## config.mk

```make
export PLATFORM = sky130hd
export DESIGN_NAME = arb41x8_ctl
export DESIGN_NICKNAME = d
export VERILOG_FILES = /design/src/rtl/arb41x8_ctl.sv
export SDC_FILE = /design/constraint.sdc
export NUM_CORES = 1
export LEC_CHECK = 0
export ABC_AREA = 1
export CAP_MARGIN = 20
export CORE_MARGIN = 1
export CORE_UTILIZATION = 46
export DETAILED_ROUTE_END_ITERATION = 10
export HOLD_SLACK_MARGIN = 0.03
export PLACE_DENSITY = 0.92
export SYNTH_ARGS = -nofsm -noshare
export SYNTH_HDL_FRONTEND = slang
export SYNTH_SLANG_ARGS = --single-unit
```

## constraint.sdc

```tcl
create_clock -name clk -period 5.7 [get_ports clk]
set_input_delay 0.855 -clock clk [delete_from_list [all_inputs] [get_ports clk]]
set_output_delay 0.855 -clock clk [all_outputs]
set_load 0.01 [all_outputs]
```

## src/rtl/arb41x8_ctl.sv

```systemverilog
// Round-robin arbiter steering one of four requester words into a single output register.
// Optional build macro ARB_LOCK_EN adds a lock port that lets the current winner keep priority.
module arb41x8_ctl #(
    parameter int WIDTH = 8
) (
    input  logic             clk,
    input  logic             reset,
    input  logic [3:0]       req,
    input  logic [WIDTH-1:0] a,
    input  logic [WIDTH-1:0] b,
    input  logic [WIDTH-1:0] c,
    input  logic [WIDTH-1:0] d,
`ifdef ARB_LOCK_EN
    input  logic [3:0]       lock,
`endif
    output logic [3:0]       ack,
    output logic [1:0]       sel,
    output logic [WIDTH-1:0] dataout,
    output logic             out_valid,
    input  logic             out_ready
);

    localparam logic EMPTY = 1'b0;
    localparam logic FULL  = 1'b1;

    logic             state_reg;
    logic [1:0]       ptr_reg;
    logic [1:0]       sel_reg;
    logic [WIDTH-1:0] data_reg;

    logic [WIDTH-1:0] din [4];
    logic [3:0]       rot_req;
    logic [1:0]       offset;
    logic [1:0]       winner;
    logic [1:0]       ptr_next;
    logic             load;
    logic             keep_ptr;

    assign din[0] = a;
    assign din[1] = b;
    assign din[2] = c;
    assign din[3] = d;

    // rot_req[k] is the request seen k places after the pointer.
    generate
        for (genvar gi = 0; gi < 4; gi++) begin : g_rot
            localparam logic [1:0] OFF = 2'(gi);
            logic [1:0] idx;
            assign idx         = ptr_reg + OFF;
            assign rot_req[gi] = req[idx];
        end
    endgenerate

    always_comb begin
        offset = 2'd0;
        for (int k = 3; k >= 0; k--) begin
            if (rot_req[k]) begin
                offset = 2'(k);
            end
        end
    end

    assign winner = ptr_reg + offset;
    // Reset suppresses the load so no requester is acked for a discarded word.
    assign load   = ~reset & (|req) & ((state_reg == EMPTY) | out_ready);
    assign ack    = load ? (4'b0001 << winner) : 4'b0000;

`ifdef ARB_LOCK_EN
    assign keep_ptr = lock[winner];
`else
    assign keep_ptr = 1'b0;
`endif

    assign ptr_next = keep_ptr ? winner : winner + 2'd1;

    always_ff @(posedge clk) begin
        if (reset) begin
            state_reg <= EMPTY;
            ptr_reg   <= 2'd0;
            sel_reg   <= 2'd0;
            data_reg  <= '0;
        end else if (load) begin
            state_reg <= FULL;
            ptr_reg   <= ptr_next;
            sel_reg   <= winner;
            data_reg  <= din[winner];
        end else if (state_reg == FULL && out_ready) begin
            state_reg <= EMPTY;
        end
    end

    assign out_valid = (state_reg == FULL);
    assign sel       = sel_reg;
    assign dataout   = data_reg;

endmodule

```

==> impl_summary.txt <==
----------------------------------------------------
[Layout]
  Number of fillers in the final layout ... 222
  Multi-input combinational cell area ... 803 um^2
  Area grow syn2layout ... 42.3%
  Final #Nets ... 292
  Flip-flop count of the largest register after layout ... 8
  Sequential cell area in the final layout ... 260 um^2
  Design Area, Final ... 1770 um^2
  N_diodes ... 0
  Fraction of final layout cells sized beyond drive strength 1 ... 15.2%

[Yosys]
  Net Count, Synth ... 242
  Portion of synthesized cell area occupied by the leading cell type ... 28.7%
  Largest cells by area after synthesis ... sky130_fd_sc_hd__nand2_1, sky130_fd_sc_hd__dfxtp_1, sky130_fd_sc_hd__nand3_2
  Netlist cell types ... 25
  Summed instance area of the synthesized netlist ... 1240 um^2
  Top cell type by total area after synthesis ... sky130_fd_sc_hd__nand2_1
  Post-synthesis cell count ... 201
  Number of synthesized register bits ... 13
  Most used flip-flop cell after synthesis ... sky130_fd_sc_hd__dfxtp_1
  Ys async rst share ... 0%
  Synthesized area divided by synthesized cell count ... 6.19 um^2
  Number of flops mapped to enable cells by yosys ... 0
  Number of warnings reported in the yosys synthesis log ... 0
  Sequential-to-total area share from yosys stat ... 20.9%

[STA]
  Transition at the pin with the smallest max-transition slack ... 585 ps
  Worst hold slack across all endpoints ... 486 ps
  Minimum clock period ... 4340 ps
  Worst-case headroom to the max-slew limit ... 61.0%
  Final Max Tran Viols ... 0
  Setup violators final ... 0
  Maximum clock rate ... 0.230 GHz
  Final Hold Vio Count ... 0
  Worst setup skew after layout ... 8.87 ps
  Final worst-path cycle share ... 76.2%
  Total Negative Setup Slacks ... 0 ps
  Unrepaired setup endpoints after global routing ... false

[Setup path]
  CP Data Required Time ... 4850 ps
  Number of cells on the worst reg-to-reg path ... 16
  Worst flop-to-flop path startpoint ... ptr_reg[0]
  Register-to-register path setup slack ... 2840 ps
  Critical-path maximum fanout ... 11
  Category of the worst setup path launch point ... input pin
  Library cell contributing the largest single delay on the critical path ... sky130_fd_sc_hd__clkdlybuf4s50_1
  Ordered cell list for the critical path ... clkdlybuf4s50_1, inv_1, nand2_2, nand2_1, nand2_1, nand2_1, a31oi_1, nor2_1, ha_1, xnor2_1, inv_1, nand2_4, nand2_4, nor3_1, clkdlybuf4s50_1
  End point of the critical path ... ack[0]
  Reg-to-reg critical path endpoint ... dataout[6]
  Critical path arrival ... 3490 ps
  Launching instance or port of the critical path ... req[0]
  Kind of capture point of the worst setup path ... output pin
  Critical Path Most Common Cell ... sky130_fd_sc_hd__nand2_1
  Highest cell delay on the worst timing path ... 560 ps
  Critical Setup Path Class ... in2out

[Power and ir drop]
  Power spent charging and discharging nets ... 0.000324 W
  Power density over the cells ... 372 nW/um^2
  Sw frac ... 49.3%
  Static leakage ... 0.943 nW
  Share of power burned in combinational logic ... 69.4%
  Part of the power in the clock network ... 9.3%
  Seq pwr share ... 21.3%
  Peak supply drop ... 0.242 mV
  Cell-internal power ... 0.000334 W

[Drt]
  Antenna viol nets, final ... 0
  DR vias/cell ... 4.94
  Drt total wl ... 3010 um
  Routed vias ... 1,384
  Wirelength per Cell ... 10.8 um
  First-pass detailed-route iteration total ... 4
  DRC Markers ... 0
  Iteration-0 DRC Markers ... 27

[Hold path]
  Hold path start ... sel[0]
  Type of the most critical hold path ... reg2reg

[Place]
  Count of buffers from port buffering ... 53
  Total cell area at the placement stage ... 1740 um^2
  Gp weighted congestion ... 0.844
  Estimated wirelength of the detail-placed design ... 2370 um

[Clocking]
  Root buf cell ... sky130_fd_sc_hd__clkbuf_4
  H-tree depth ... 1
  CTS tree ... built
  Clock transition at the register clock pins on the worst setup and hold paths after CTS ... 80 ps
  Post-cts repair resize count ... 0
  Post-CTS repair timing setup buffer count ... 0
  Number of sinks handled by clock tree synthesis ... 13
  Clock buffers created by TritonCTS ... 3
  Clock latency on the worst-skew pair ... 290 ps
  Hold_buf cts ... 0
  Clock Tree Buf Depth ... 2

[Die]
  I/O pin count ... 54
  Die Footprint ... 2920 um^2
  Width of the die ... 54.0 um
  Initial core utilization ... 49.3%
  Floorplan Core Area ... 2520 um^2
  Floorplan row count ... 18
  Die height ... 54.0 um

[Global routing]
  Global-route wire length before repair ... 5090 um
  Overall track demand over capacity in global routing ... 24.5%
  Maximum number of pins on one net before global-route repair ... 22
  Total congestion overflow after global routing ... 0
  Initial antenna violation count ... 0
  Number of global-route vias before repair ... 1,308

[Job]
  Max cap viols ... 0

[Outcome]
  Outcome ... finished, final reports clean

----------------------------------------------------
## power by group through the flow
| stage | Sequential, W | Combinational (W) | Clock [W] |
|---|---|---|---|
| 6_report | 0.000140 | 0.000456 | 0.0000610 |
| 5_1_grt | 0.000144 | 0.000511 | 0.0000660 |
| 4_1_cts | 0.000140 | 0.000459 | 0.0000619 |
| 3_5_place_dp | 0.000142 | 0.000456 | 0 |
| 3_3_place_gp | 0.000142 | 0.000446 | 0 |
| 2_1_floorplan | 0.000143 | 0.000337 | 0 |
## per-layer routing
metal / share of wire (%) / GRT usage, % / wire length [um] / up-vias
met1: 40 / 25.0 / 1190 / 597
li1: - / - / - / 724
met2: 51 / 44.4 / 1530 / 51
met4: 2.9 / 12.0 / 87 / 0
met5: 0 / 0 / 0 / -
met3: 6.6 / 7.91 / 200 / 12
## cell usage after synthesis, types with 2 or more instances
cell type                   n
sky130_fd_sc_hd__nand2_1   95
sky130_fd_sc_hd__inv_1     21
sky130_fd_sc_hd__nand3_2   16
sky130_fd_sc_hd__dfxtp_1   13
sky130_fd_sc_hd__nand2_2   10
sky130_fd_sc_hd__nand4_1   10
sky130_fd_sc_hd__nand3_1    6
sky130_fd_sc_hd__nor2_1     4
sky130_fd_sc_hd__buf_6      3
sky130_fd_sc_hd__clkbuf_1   3
sky130_fd_sc_hd__o21ai_0    3
sky130_fd_sc_hd__buf_4      2
sky130_fd_sc_hd__ha_1       2
sky130_fd_sc_hd__nand2_4    2
## how the worst min path moves through the flow
| stage | cells past startpoint | slack [ps] | end |
|---|---|---|---|
| 2_1_floorplan | 2 | 490 | sel[1] |
| 3_3_place_gp | 2 | 470 | sel[0] |
| 3_5_place_dp | 2 | 470 | sel[0] |
| 4_1_cts | 2 | 490 | sel[0] |
| 5_1_grt | 2 | 510 | sel[1] |
| 6_report | 2 | 490 | sel[0] |
## area by class of cell
class                           count  area share (%)
Timing Repair Buffer               55            30.8
Clock buffer                        3            1.27
Tap cell                           30            2.12
Multi-Input combinational cell    154            45.4
Clock inverter                      1           0.283
Sequential cell                    13            14.7
Inverter                           24            5.37
## cell families (layout without fill, tap and decap cells)
family / Yosys count / count (layout) / share of synthesized area [%]
flip-flops: 13 / 13 / 20.9
AND/OR/NAND/NOR: 146 / 146 / 59.8
XOR/XNOR: 1 / 1 / 0.704
AO/OA/AOI/OAI: 5 / 5 / 2.11
buffers and inverters: 34 / 83 / 14.5
adder cells (fa/ha/maj): 2 / 2 / 2.01
## cells in the final DEF, fill, tap and decap left out, types with 2 or more instances in the layout
cell / netlist / routed
sky130_fd_sc_hd__nand2_1: 95 / 95
sky130_fd_sc_hd__clkdlybuf4s50_1: 0 / 53
sky130_fd_sc_hd__inv_1: 21 / 21
sky130_fd_sc_hd__nand3_2: 16 / 16
sky130_fd_sc_hd__dfxtp_1: 13 / 13
sky130_fd_sc_hd__nand2_2: 10 / 10
sky130_fd_sc_hd__nand4_1: 10 / 10
sky130_fd_sc_hd__nand3_1: 6 / 6
sky130_fd_sc_hd__nor2_1: 4 / 4
sky130_fd_sc_hd__o21ai_0: 3 / 3
sky130_fd_sc_hd__clkbuf_4: 0 / 3
sky130_fd_sc_hd__nand2_4: 2 / 2
sky130_fd_sc_hd__ha_1: 2 / 2
sky130_fd_sc_hd__buf_4: 2 / 2
## metrics by stage
step / power [W] / std cells / utilization [%] / worst slack [ps]
final: 0.000658 / 280 / 70.1 / 1360
after global routing: 0.000722 / 280 / 70.1 / 991
after CTS: 0.000661 / 280 / 70.1 / 1370
after detailed placement: 0.000598 / 276 / 69.0 / 1370
after global placement: 0.000588 / 276 / 69.0 / 1420
after floorplan: 0.000480 / 201 / - / 2380
## worst max-delay path: cells and delay by family
family	cells	cell delay (ps)
adder cells (fa/ha/maj)	1	190
buffers and inverters	4	1250
AO/OA/AOI/OAI	1	140
AND/OR/NAND/NOR	8	760
XOR/XNOR	1	280
Power figures use the tool's default switching activity.
